### src/rtl/facto_requester.sv
// Host-side initiator for the factorial engine: takes operands on a valid/ready
// request channel, runs one engine computation per operand and returns the result.
module facto_requester #(
  parameter int X_W     = 4,
  parameter int F_W     = 32,
  parameter int MAX_X   = 12,
  parameter int TIMEOUT = 1023,
  parameter int CNT_W   = 16
) (
  input  logic             clk,
  input  logic             rst,
  input  logic             req_valid,
  output logic             req_ready,
  input  logic [X_W-1:0]   req_x,
  output logic             eng_start,
  output logic [X_W-1:0]   eng_x,
  input  logic             eng_done,
  input  logic [F_W-1:0]   eng_fi,
  output logic             rsp_valid,
  input  logic             rsp_ready,
  output logic [X_W-1:0]   rsp_x,
  output logic [F_W-1:0]   rsp_fi,
  output logic             rsp_ovf,
  output logic             rsp_tmo,
  output logic             busy,
  output logic [CNT_W-1:0] cnt_done
);

  localparam int TMR_W = (TIMEOUT < 2) ? 1 : $clog2(TIMEOUT + 1);
  // One extra bit so MAX_X values up to 2^(X_W+1)-1 compare correctly
  localparam logic [X_W:0]   MAX_X_L    = (X_W + 1)'(MAX_X);
  localparam logic [TMR_W-1:0] TMR_LAST = TMR_W'(TIMEOUT - 1);

  typedef enum logic [1:0] {
    IDLE  = 2'd0,
    START = 2'd1,
    WAIT  = 2'd2,
    RESP  = 2'd3
  } state_e;

  state_e             state_q, state_d;
  logic               req_ready_q, req_ready_d;
  logic               rsp_valid_q, rsp_valid_d;
  logic               eng_start_q, eng_start_d;
  logic [X_W-1:0]     eng_x_q, eng_x_d;
  logic [F_W-1:0]     rsp_fi_q, rsp_fi_d;
  logic               rsp_ovf_q, rsp_ovf_d;
  logic               rsp_tmo_q, rsp_tmo_d;
  logic [TMR_W-1:0]   timer_q, timer_d;
  logic               armed_q, armed_d;
  logic [CNT_W-1:0]   cnt_done_q, cnt_done_d;

  always_ff @(posedge clk or posedge rst) begin
    if (rst) begin
      state_q     <= IDLE;
      req_ready_q <= 1'b0;
      rsp_valid_q <= 1'b0;
      eng_start_q <= 1'b0;
      eng_x_q     <= '0;
      rsp_fi_q    <= '0;
      rsp_ovf_q   <= 1'b0;
      rsp_tmo_q   <= 1'b0;
      timer_q     <= '0;
      armed_q     <= 1'b0;
      cnt_done_q  <= '0;
    end else begin
      state_q     <= state_d;
      req_ready_q <= req_ready_d;
      rsp_valid_q <= rsp_valid_d;
      eng_start_q <= eng_start_d;
      eng_x_q     <= eng_x_d;
      rsp_fi_q    <= rsp_fi_d;
      rsp_ovf_q   <= rsp_ovf_d;
      rsp_tmo_q   <= rsp_tmo_d;
      timer_q     <= timer_d;
      armed_q     <= armed_d;
      cnt_done_q  <= cnt_done_d;
    end
  end

  always_comb begin
    state_d    = state_q;
    eng_x_d    = eng_x_q;
    rsp_fi_d   = rsp_fi_q;
    rsp_ovf_d  = rsp_ovf_q;
    rsp_tmo_d  = rsp_tmo_q;
    timer_d    = timer_q;
    armed_d    = armed_q;
    cnt_done_d = cnt_done_q;

    case (state_q)
      IDLE: begin
        if (req_valid && req_ready_q) begin
          eng_x_d = req_x;
          if ({1'b0, req_x} > MAX_X_L) begin
            rsp_fi_d  = '0;
            rsp_ovf_d = 1'b1;
            rsp_tmo_d = 1'b0;
            state_d   = RESP;
          end else begin
            state_d = START;
          end
        end
      end
      START: begin
        timer_d = '0;
        armed_d = 1'b0;
        state_d = WAIT;
      end
      WAIT: begin
        timer_d = timer_q + TMR_W'(1);
        // A Done still high from the previous operation is ignored until it drops once
        if (!eng_done) armed_d = 1'b1;
        if (eng_done && armed_q) begin
          rsp_fi_d  = eng_fi;
          rsp_ovf_d = 1'b0;
          rsp_tmo_d = 1'b0;
          state_d   = RESP;
        end else if (timer_q == TMR_LAST) begin
          rsp_fi_d  = '0;
          rsp_ovf_d = 1'b0;
          rsp_tmo_d = 1'b1;
          state_d   = RESP;
        end
      end
      RESP: begin
        if (rsp_valid_q && rsp_ready) begin
          state_d = IDLE;
          if (!rsp_ovf_q && !rsp_tmo_q) cnt_done_d = cnt_done_q + CNT_W'(1);
        end
      end
      default: state_d = IDLE;
    endcase
  end

  // Handshake outputs are registered copies of the next state
  assign req_ready_d = (state_d == IDLE);
  assign rsp_valid_d = (state_d == RESP);
  assign eng_start_d = (state_d == START);

  assign req_ready = req_ready_q;
  assign rsp_valid = rsp_valid_q;
  assign eng_start = eng_start_q;
  assign eng_x     = eng_x_q;
  assign rsp_x     = eng_x_q;
  assign rsp_fi    = rsp_fi_q;
  assign rsp_ovf   = rsp_ovf_q;
  assign rsp_tmo   = rsp_tmo_q;
  assign busy      = (state_q != IDLE);
  assign cnt_done  = cnt_done_q;

endmodule

### config.mk
export PLATFORM = sky130hd
export DESIGN_NAME = facto_requester
export DESIGN_NICKNAME = d
export VERILOG_FILES = /design/src/rtl/facto_requester.sv
export SDC_FILE = /design/constraint.sdc
export NUM_CORES = 1
export LEC_CHECK = 0
export ABC_AREA = 1
export CAP_MARGIN = 10
export CORE_AREA = 3 3 86 88
export DETAILED_ROUTE_END_ITERATION = 8
export DIE_AREA = 0 0 89 91
export GPL_TIMING_DRIVEN = 0
export PLACE_DENSITY = 0.8
export SKIP_CTS_REPAIR_TIMING = 1
export SYNTH_ARGS = -nofsm -noshare
export SYNTH_HDL_FRONTEND = slang
export SYNTH_SLANG_ARGS = --single-unit
### constraint.sdc
create_clock -name clk -period 6.45 [get_ports clk]
set_input_delay 0.9675 -clock clk [delete_from_list [all_inputs] [get_ports clk]]
set_output_delay 0.9675 -clock clk [all_outputs]
set_load 0.05 [all_outputs]
; ---- Word level (Yosys, flattened, before mapping)
; Index checks and enable logic that the tools add are counted.
[totals]
out_inout_bits = 62
reg_bits = 70
input_bits = 41
wordCells = 63
[op_classes]
magnitude_cmp = 1
addsub = 2
n_mux = 24
n_reduce_logical = 15
eq_ne = 10
[op_table]
columns = cell, count
row1 = $mux W32, 4
row2 = $pmux W32 S2, 1
row3 = $pmux W10 S2, 1
row4 = $add A16 B1 Y16 const B, 1
row5 = $add A10 B1 Y10 const B, 1
row6 = $eq A10 B10 Y1 const B, 1
row7 = $mux W2, 5
row8 = $mux W1, 9
row9 = $pmux W2 S4, 1
row10 = $eq A2 B2 Y1 const B, 3
row11 = $ne A2 B2 Y1 const B, 3
row12 = $pmux W1 S2, 3
row13 = $reduce_bool A2 Y1, 3
row14 = $eq A2 B1 Y1 const B, 2
row15 = $gt A4 B4 Y1 const B, 1
row16 = $logic_and A1 B1 Y1, 4
row17 = $logic_not A2 Y1, 2
row18 = $reduce_and A2 Y1, 2
row19 = $reduce_and A4 Y1, 1
row20 = $ne A3 B3 Y1 const B, 1
row21 = $reduce_and A3 Y1, 1
row22 = $logic_not A1 Y1, 2

; ---- Logic depth before layout (Yosys ltp)
; Gate-level depths: netlist of run 1.
[logic_depth]
depth_word = 5
depth_mapped = 11

; ---- Worst setup path before layout of run 1
; No wires, ideal clock.
[synth_path]
path_kind = reg2out
start = register state_q[0]
end = output busy
path_buffers = 0
arrival_ns = 1.057
path_stages_with_launch = 4
path_slack_ns = 4.426
cell_sequence = dfrtp_1 > inv_1 > ha_1 > inv_1
[synth_via]
elab_chain_cells = 1
[synth_lines]
columns = item, line
row1 = from (decl), 41  ; state_e state_q, state_d;
row2 = from (signal assigned), 67  ; state_q <= state_d;
row3 = $reduce_bool A2 Y1, 149  ; assign busy = (state_q != IDLE);
row4 = to (decl), 25  ; output logic busy,
; Every way passes these cells.

; ---- Final worst setup path of run 1
; Same ends and word-level chain as after synthesis.

==> results by group, run 1 <==
Run status
  – Outcome: finished, final reports clean

Pwr
  – P_leak: 2.063 nW
  – P per Cell Area: approximately 410 mW/mm2
  – Switching share of total power: 0.4480
  – Clock network fraction of total power: 0.201
  – Net Sw Power: roughly 0.86 mW
  – Max VDD drop: 0.0002252 V
  – Pint: 1.057 mW
  – Power, Total: 1.915 mW
  – Comb power frac: 0.495
  – Seq pwr share: 0.304

Clock network
  – Root Buffer: clkbuf_8
  – Clock latency on the worst-skew pair: approximately 340 ps
  – Number of H-tree levels: 3
  – CTS Buffer Depth: 2
  – Clock sink total: 70
  – CTS tree: yes
  – CTS buffer count: 9
  – Clock Pin Slew Worst Setup and Hold Paths: 70 ps

Global route
  – Pin count of the biggest net entering global routing: 71
  – Vias in the first global route: 2846
  – Initial antenna violation count: 0
  – GR Overflow Total: 0
  – GRT Util Overall: 0.2022
  – Layer with the highest usage: met2
  – Met2 Track Usage GR: 0.3348
  – Met3 global-route usage: 0.04537
  – Met1 Use GR: 0.2572
  – First-pass GRT wire length: between 10000 and 15000 um

Placement
  – Cells after DPL: approximately 570
  – Placed cell areas: about 0.0044 mm2
  – Port Buf Inserts: 102
  – Hpwl dp: between 5000 and 6000 um
  – Gp weighted congestion: 0.8704

Timing
  – RSZ-0062 raised after global routing: false
  – Worst rel slew slack: 0.4367
  – Worst-margin pin slew: roughly 840 ps
  – Max Slew Vio Count: 0
  – Min Tclk post-route: between 3000 and 4000 ps
  – Count of final setup violators: 0
  – Clk_skew: around 9.6 ps
  – Setup TNS: 0 ps
  – Final period util: 0.4701
  – Max Clk Rate: ~330 MHz
  – Hold Fails Final Rpt: 0

Floorplan
  – FP Rows: 30
  – I/O pins: about 100
  – Initial core utilization: 0.4926
  – Die area: a little over 0.008 mm2
  – CORE AREA: between 0.006 and 0.007 mm2
  – Die W: roughly 89 um
  – Die height: 91 um

Yosys
  – Synth unique cells: 29
  – Ranking of synthesized cells by area: dfrtp_1, nand2_1, nand3_1
  – Post-synth top cells: nand2_1, dfrtp_1, nand3_1
  – Top-area cell type share of the netlist area: 0.5293
  – Synth Area in Simple Gates: 0.2469
  – Mux share of post-synthesis cell area: 0.006805
  – Mapped Cells: between 300 and 400
  – Cell taking the most area after synthesis: dfrtp_1
  – Count leader, synth: nand2_1
  – Async S/R FF share, synth: 1.000
  – Compound-Gate Fraction of Synth Area: 0.08393
  – Largest family of logic cells by synthesized area: simple AND/OR/NAND/NOR gates
  – Post-synth EDFFs: 0
  – YS warnings: 0
  – Post-Synth XOR/XNOR Area: 0.03440
  – Syn avg cell area: approximately 8.6 um2
  – Syn_nets: about 440
  – Sequential cell area fraction in the yosys report: 0.5293
  – Top FF cell, synth: dfrtp_1
  – Synth Area in Adders: 0.02647
  – Seq cells post-synth: 70
  – Post-synthesis instance area: ~0.0033 mm2

Worst setup path
  – Cell mode on critical path: inv_1
  – Startpoint types: register
  – Critical path type: reg2out
  – Critical path capture point type: output pin
  – Slowest Stage Delay on Critical Path: just over 800 ps
  – Critical Path AT: about 2100 ps
  – Crit-path max FO: 7
  – Flop2flop setup slack: 4610 ps
  – Worst endpoint required time: approximately 5500 ps
  – CP cell instances: inv_1, ha_1, inv_1, clkdlybuf4s50_1
  – Top cell family by delay on the critical path: buffers and inverters
  – WP buf/inv: 3
  – CP max-delay cell: clkdlybuf4s50_1

Final layout
  – Final nets: around 550
  – Number of antenna diodes: 0
  – Ratio of cells with drive above 1 in the final layout: 0.07525
  – Final cell count without fillers: roughly 590
  – Register area: 0.001752 mm2
  – Fill count: 531
  – Synth-to-Final Area Change: 40.45%
  – Final instance area: 0.004648 mm2
  – Multi-input gate area: approximately 0.0013 mm2

Route
  – TritonRoute pass-1 iters: 4
  – Antenna Nets Post-Route: 0
  – Total number of vias: 2943
  – WL per Instance: 13.30 um
  – Drt drc: 0
  – Vias per inst: 5.031
  – Final wirelength: approximately 8000 um
  – Starting DRT DRC Count: 93

Run
  – Maxcap violations: 0

Min path
  – Hold crit path type: reg2reg
-- power by group through the flow --
stage,Clock [mW],Combinational (mW),Sequential (mW)
after global routing,0.410,1.02,0.593
after detailed placement,0,0.953,0.587
after floorplan,0,0.428,0.808
after global placement,0,0.939,0.585
after CTS,0.393,0.956,0.580
final,0.385,0.948,0.581
-- worst min-delay path, delay by kind of cell (launching register included) --
kind            cells  cell delay, ps
compound gates      1              50
simple gates        1              60
flops               1             350
-- path summary, 6_finish.rpt --
| path | start | to | cells after the start |
|---|---|---|---|
| setup / recovery | state_q[0]$_DFF_PP0_ | busy | 4 |
| hold / removal | rsp_fi[21]$_DFFE_PP0P_ | rsp_fi[21]$_DFFE_PP0P_ | 2 |
| setup reg to reg | state_q[0]$_DFF_PP0_ | timer_q[5]$_DFFE_PP0P_ | 7 |
| hold reg to reg | rsp_fi[21]$_DFFE_PP0P_ | rsp_fi[21]$_DFFE_PP0P_ | 2 |
| max in group asynchronous | rst | rsp_fi[23]$_DFFE_PP0P_ | 2 |
| min in group asynchronous | rst | rsp_fi[18]$_DFFE_PP0P_ | 2 |
-- cell type report --
class | instances | area share
Multi-Input combinational cell | 265 | 0.2837
Clock buffer | 12 | 0.03122
Sequential cell | 70 | 0.3769
Buffer | 19 | 0.02476
Inverter | 33 | 0.02719
Timing Repair Buffer | 102 | 0.2197
Tap cell | 80 | 0.02153
Clock inverter | 4 | 0.01507
-- state kept, by name (all words and copies together), names as in the netlist --
name / cells
armed_q: 1
rsp_valid: 1
timer_q: 10
eng_start: 1
eng_x: 4
req_ready: 1
rsp_fi: 32
rsp_tmo: 1
rsp_ovf: 1
state_q: 2
cnt_done: 16
-- placed cells by master (no fill, tap or decap), types with 2 or more instances in the layout --
cell type	n
clkbuf_8	10
nand2_1	105
buf_2	5
mux2_2	2
clkbuf_1	8
ha_1	7
o21ai_1	16
clkdlybuf4s50_1	102
clkinv_2	2
buf_4	4
xor2_1	8
nor2_1	31
o21ai_0	23
bufinv_16	2
buf_6	3
inv_1	31
o21ai_2	4
nand3_1	44
nor3_1	6
nand3b_1	3
dfrtp_1	70
xnor2_1	5
a21oi_1	3
-- routing by layer --
layer / up-vias / routed length [um]
li1: 1465 / -
met1: 1397 / 3334
met2: 70 / 3972
met3: 11 / 319
met4: 0 / 153
met5: - / 0
-- through the flow --
step	util	hold WS (ps)	worst slack [ps]
global route	0.6918	511.3	3312
finish	0.6918	484.2	3418
floorplan	-	456.0	3714
CTS	0.6918	487.5	3410
global placement	0.6594	465.9	2549
detailed placement	0.6598	471.7	3793
-- cell families (layout without fill, tap and decap cells) --
group	count (synthesis)	after routing
flops	70	70
compound gates	50	50
xor+xnor	13	13
buf+inv	52	170
simple gates	193	193
fa+ha+maj	7	7
mux	2	2
No activity file was read; power rests on OpenSTA's default activity.
==> run 2, diff against run 1 <==
- CORE_AREA: 3 3 86 88 -> 3 3 93 95
- DIE_AREA: 0 0 89 91 -> 0 0 96 98
- PLACE_DENSITY: 0.8 -> 0.72
- clock period: 6.45 -> 2.6 ns (I/O delays scaled with it)
==> results by group, run 2 (same netlist as run 1, synthesis figures left out) <==
Clock network
  – CTS tree: yes
  – Clock latency on the worst-skew pair: 340 ps (about the same)
  – CTS Buffer Depth: 2 (unchanged)
  – Clock sink total: 70 (unchanged)
  – Clock Pin Slew Worst Setup and Hold Paths: 80 ps (about the same)
  – CTS buffer count: 9 (unchanged)
  – Number of H-tree levels: 3 (unchanged)
  – Root Buffer: clkbuf_8

Global route
  – First-pass GRT wire length: 13500 um (+4.5%)
  – Vias in the first global route: 3009 (+5.7%)
  – Initial antenna violation count: 0 (unchanged)
  – Pin count of the biggest net entering global routing: 71 (unchanged)
  – GR Overflow Total: 0 (unchanged)
  – GRT Util Overall: 0.1788 (-0.02342)

Final layout
  – Number of antenna diodes: 0 (unchanged)
  – Final nets: 548 (unchanged)
  – Fill count: 690 (+30%)
  – Most frequent cells in the layout: nand2_1, clkdlybuf4s50_1, dfrtp_1
  – Ratio of cells with drive above 1 in the final layout: 0.07921 (+0.003960)
  – Commonest non-fill, non-tap cell in the layout: nand2_1
  – Synth-to-Final Area Change: 40.79%
  – Max reg flops: 32 (unchanged)

Timing
  – Min Tclk post-route: between 2000 and 2500 ps
  – RSZ-0062 raised after global routing: false
  – Max Clk Rate: a little over 400 MHz
  – Count of final setup violators: 0 (unchanged)
  – Worst-margin pin slew: 846.1 ps (+1.184 ps)
  – Worst rel slew slack: 0.4359 (-0.0007890)
  – Setup TNS: 0 ps (unchanged)
  – Max Slew Vio Count: 0 (unchanged)
  – Clk_skew: 8.277 ps (-1.344 ps)
  – Final period util: 0.9382
  – Hold Fails Final Rpt: 0 (unchanged)

Floorplan
  – Die area: 0.009408 mm2 (+16%)
  – I/O pins: 103 (unchanged)
  – Die W: 96 um (+7.9%)
  – Initial core utilization: 0.4239 (-0.06867)
  – FP Rows: 32 (+6.7%)
  – Die height: 98 um (+7.7%)
  – CORE AREA: 0.007807 mm2 (+16%)

Worst setup path
  – Cell mode on critical path: inv_1
  – Crit-path max FO: 7 (unchanged)
  – CP max-delay cell: clkdlybuf4s50_1
  – Worst endpoint required time: 2210 ps (-3270 ps)
  – Startpoint types: register
  – WP buf/inv: 3 (unchanged)
  – Slowest Stage Delay on Critical Path: 810 ps (about the same)
  – Top cell family by delay on the critical path: buffers and inverters
  – CP cell instances: inv_1, ha_1, inv_1, clkdlybuf4s50_1
  – Critical path capture point type: output pin
  – Critical Path AT: 2050 ps (about the same)
  – Critical path type: reg2out

Placement
  – Hpwl dp: 5860 um (+0.79%)
  – Port Buf Inserts: 102 (unchanged)
  – Gp weighted congestion: 0.8053 (-7.5%)

Run
  – Maxcap violations: 0 (unchanged)

Pwr
  – Power, Total: 4.668 mW (+140%)
  – P_leak: 2.055 nW (-0.40%)
  – Max VDD drop: 0.0005675 V (+150%)
  – P per Cell Area: 1002 mW/mm2 (+140%)

Route
  – TritonRoute pass-1 iters: 4 (unchanged)
  – Total number of vias: 2972 (+0.99%)
  – Antenna Nets Post-Route: 0 (unchanged)
  – WL per Instance: 12.99 um (-2.3%)
  – Starting DRT DRC Count: 115 (+24%)
  – Final wirelength: 7884 um (+1.3%)
  – Drt drc: 0 (unchanged)
  – Vias per inst: 4.896 (-2.7%)

Min path
  – Hold crit path type: reg2reg

Run status
  – Outcome: finished, final reports clean
-- run 2: cell count changes in the layout (fill, tap and decap cells not counted) --
cell	previous run	this run
clkbuf_1	8	6
clkinvlp_4	0	1
clkinv_2	2	3
clkinv_4	0	1
bufinv_16	2	1
-- run 2: worst min-delay path, cell delays in order (launching register included) --
cell     delay, ps
dfrtp_1        350
nand2_1         50
o21ai_0         60
-- run 2: final cells by class --
type	instances	area, um2	area share
tap	102	127.6	0.02739
buffer	19	115.1	0.02470
clock buffer	10	137.6	0.02954
multi-input combinational	265	1319	0.2830
inverter	33	126.4	0.02712
timing repair buffer	102	1021	0.2191
clock inverter	6	61.31	0.01316
sequential	70	1752	0.3759
-- run 2: stage by stage --
step	hold WS (ps)	setup WS (ps)	instances	cell area, um2	utilization
after floorplan	456.0	441.8	387	3309	-
after global placement	465.6	-757.9	591	4458	0.5710
after detailed placement	477.7	511.1	591	4461	0.5713
after CTS	496.2	132.9	607	4659	0.5968
after global routing	506.6	19.98	607	4659	0.5968
final	491.9	160.7	607	4659	0.5968
-- run 2: worst paths after layout --
kind | startpoint | slack (ps) | endpoint | depth (start not counted)
max | state_q[0]$_DFF_PP0_ | 160 | busy | 4
min | rsp_fi[9]$_DFFE_PP0P_ | 490 | rsp_fi[9]$_DFFE_PP0P_ | 2
max reg2reg | state_q[0]$_DFF_PP0_ | 770 | timer_q[5]$_DFFE_PP0P_ | 7
min reg2reg | rsp_fi[9]$_DFFE_PP0P_ | 490 | rsp_fi[9]$_DFFE_PP0P_ | 2
max in group asynchronous | rst | 1470 | rsp_fi[13]$_DFFE_PP0P_ | 2
min in group asynchronous | rst | 570 | rsp_fi[11]$_DFFE_PP0P_ | 2
-- run 2: report_power, final --
part / internal, mW / leakage [nW] / total (mW) / switching (mW)
clock: 0.466 / 0.102 / 0.873 / 0.407
combinational: 0.767 / 1.01 / 2.35 / 1.59
sequential: 1.29 / 0.946 / 1.44 / 0.150
-- run 2: layer usage --
layer / GRT usage / part of all wire / routed length (um) / vias up
met5: 0 / 0 / 0 / -
li1: - / - / - / 1464
met1: 0.2376 / 0.44 / 3452 / 1401
met4: 0.05580 / 0.015 / 115 / 0
met2: 0.2862 / 0.49 / 3824 / 97
met3: 0.04314 / 0.062 / 491 / 10
==> run 3, diff against run 2 <==
- MAX_ROUTING_LAYER: unset -> met4
- SETUP_SLACK_MARGIN: unset -> 0.05
==> results by group, run 3 (same netlist as run 1, synthesis figures left out) <==
Worst setup path
  – Cell mode on critical path: inv_1
  – Startpoint types: register
  – Slowest Stage Delay on Critical Path: 430 ps (-380 ps)
  – WP buf/inv: 3 (unchanged)
  – CP cell instances: inv_1, ha_1, inv_1, dlymetal6s2s_1
  – CP max-delay cell: dlymetal6s2s_1
  – Critical path capture point type: output pin
  – Top cell family by delay on the critical path: buffers and inverters
  – Worst endpoint required time: 2210 ps (about the same)
  – Critical path type: reg2out
  – Crit-path max FO: 7 (unchanged)
  – Critical Path AT: 1660 ps (-390 ps)

Run
  – Maxcap violations: 0 (unchanged)

Route
  – WL per Instance: 12.99 um (about the same)
  – TritonRoute pass-1 iters: 4 (unchanged)
  – Drt drc: 0 (unchanged)
  – Vias per inst: 4.858 (-0.77%)
  – Final wirelength: 7882 um (about the same)
  – Antenna Nets Post-Route: 0 (unchanged)
  – Starting DRT DRC Count: 116 (+0.87%)
  – Total number of vias: 2949 (-0.77%)

Timing
  – Worst-margin pin slew: 829.8 ps (-16.28 ps)
  – Count of final setup violators: 0 (unchanged)
  – Clk_skew: 7.072 ps (-1.205 ps)
  – Final period util: 0.7889 (-0.1493)
  – Min Tclk post-route: 2051 ps (-388.2 ps)
  – Max Clk Rate: 487.6 MHz (+19%)
  – Max Slew Vio Count: 0 (unchanged)
  – Hold Fails Final Rpt: 0 (unchanged)
  – RSZ-0062 raised after global routing: false
  – Worst rel slew slack: 0.4468 (+0.01085)

Global route
  – Vias in the first global route: 3002 (-0.23%)
  – GRT Util Overall: 0.1844 (+0.005597)
  – Initial antenna violation count: 0 (unchanged)
  – Pin count of the biggest net entering global routing: 71 (unchanged)
  – GR Overflow Total: 0 (unchanged)
  – First-pass GRT wire length: 13520 um (+0.16%)

Floorplan
  – CORE AREA: 0.007807 mm2 (unchanged)
  – FP Rows: 32 (unchanged)
  – I/O pins: 103 (unchanged)
  – Die height: 98 um (unchanged)
  – Initial core utilization: 0.4239 (unchanged)
  – Die area: 0.009408 mm2 (unchanged)
  – Die W: 96 um (unchanged)

Clock network
  – Number of H-tree levels: 3 (unchanged)
  – Clock Pin Slew Worst Setup and Hold Paths: 80 ps (about the same)
  – CTS buffer count: 9 (unchanged)
  – Root Buffer: clkbuf_8
  – CTS tree: yes
  – Clock sink total: 70 (unchanged)
  – Clock latency on the worst-skew pair: 340 ps (about the same)
  – CTS Buffer Depth: 2 (unchanged)

Placement
  – Port Buf Inserts: 102 (unchanged)
  – Gp weighted congestion: 0.8171 (+1.5%)
  – Hpwl dp: 5860 um (unchanged)
  – Cells after DPL: 591 (unchanged)

Final layout
  – Number of antenna diodes: 0 (unchanged)
  – Most frequent cells in the layout: nand2_1, clkdlybuf4s50_1, dfrtp_1
  – Fill count: 689 (-0.14%)
  – Commonest non-fill, non-tap cell in the layout: nand2_1
  – Synth-to-Final Area Change: 40.87% (about the same)
  – Ratio of cells with drive above 1 in the final layout: 0.07921 (unchanged)
  – Final core utilization: 0.5971 (about the same)
  – Register area: 0.001752 mm2 (unchanged)
  – Final nets: 548 (unchanged)
  – Multi-input gate area: 0.001319 mm2 (unchanged)
  – Final cell count without fillers: 607 (unchanged)
  – Max reg flops: 32 (unchanged)

Pwr
  – Max VDD drop: 0.0005677 V (about the same)
  – P per Cell Area: 1001 mW/mm2 (about the same)
  – P_leak: 2.062 nW (+0.34%)

Run status
  – Outcome: finished, final reports clean

Min path
  – Hold crit path type: reg2reg
## run 3: layer usage
layer | GRT usage | vias to the layer above | routed length, um
met5 | - | - | 0
met4 | 0.05580 | 0 | 116
met3 | 0.04006 | 14 | 419
met2 | 0.2857 | 85 | 3841
met1 | 0.2411 | 1385 | 3504
li1 | - | 1465 | -
## run 3: worst register-to-register path, cell delays in order, from the launching register on
cell     delay, ps
dfrtp_1        410
inv_1          100
ha_1           360
nand2_1        110
nor3_1         350
nand2_1        150
o21ai_0        180
a21oi_1         60
## run 3: layout make-up
cell class,count,share of cell area
inverter,33,0.02711
timing repair buffer,102,0.2195
buffer,19,0.02469
tap,102,0.02738
multi-input combinational,265,0.2829
clock inverter,6,0.01315
clock buffer,10,0.02952
sequential,70,0.3757
## run 3: power breakdown
group	switching, mW	internal, mW
Clock	0.407	0.466
Combinational	1.59	0.766
Sequential	0.151	1.29
Total	2.14	2.52
## run 3: path summary, 6_finish.rpt
kind	slack [ps]	cells past startpoint	startpoint	end
max	550	4	state_q[0]$_DFF_PP0_	busy
min reg2reg	490	2	rsp_fi[9]$_DFFE_PP0P_	rsp_fi[9]$_DFFE_PP0P_
min in group asynchronous	590	2	rst	cnt_done[10]$_DFFE_PP0P_
min	490	2	rsp_fi[9]$_DFFE_PP0P_	rsp_fi[9]$_DFFE_PP0P_
max reg2reg	770	7	state_q[0]$_DFF_PP0_	timer_q[5]$_DFFE_PP0P_
max in group asynchronous	1480	2	rst	rsp_fi[1]$_DFFE_PP0P_
## run 3: per-stage QoR
stage | area [um2] | hold WS (ps) | power, mW | setup slack (ps) | TNS [ps]
finish | 4662 | 490.9 | 4.668 | 548.9 | 0
global route | 4662 | 506.6 | 4.964 | 413.5 | 0
CTS | 4659 | 496.2 | 4.713 | 132.9 | 0
detailed placement | 4461 | 477.7 | 3.828 | 511.1 | 0
global placement | 4458 | 465.6 | 3.788 | -757.9 | -52730
floorplan | 3309 | 456.0 | 3.065 | 441.8 | 0
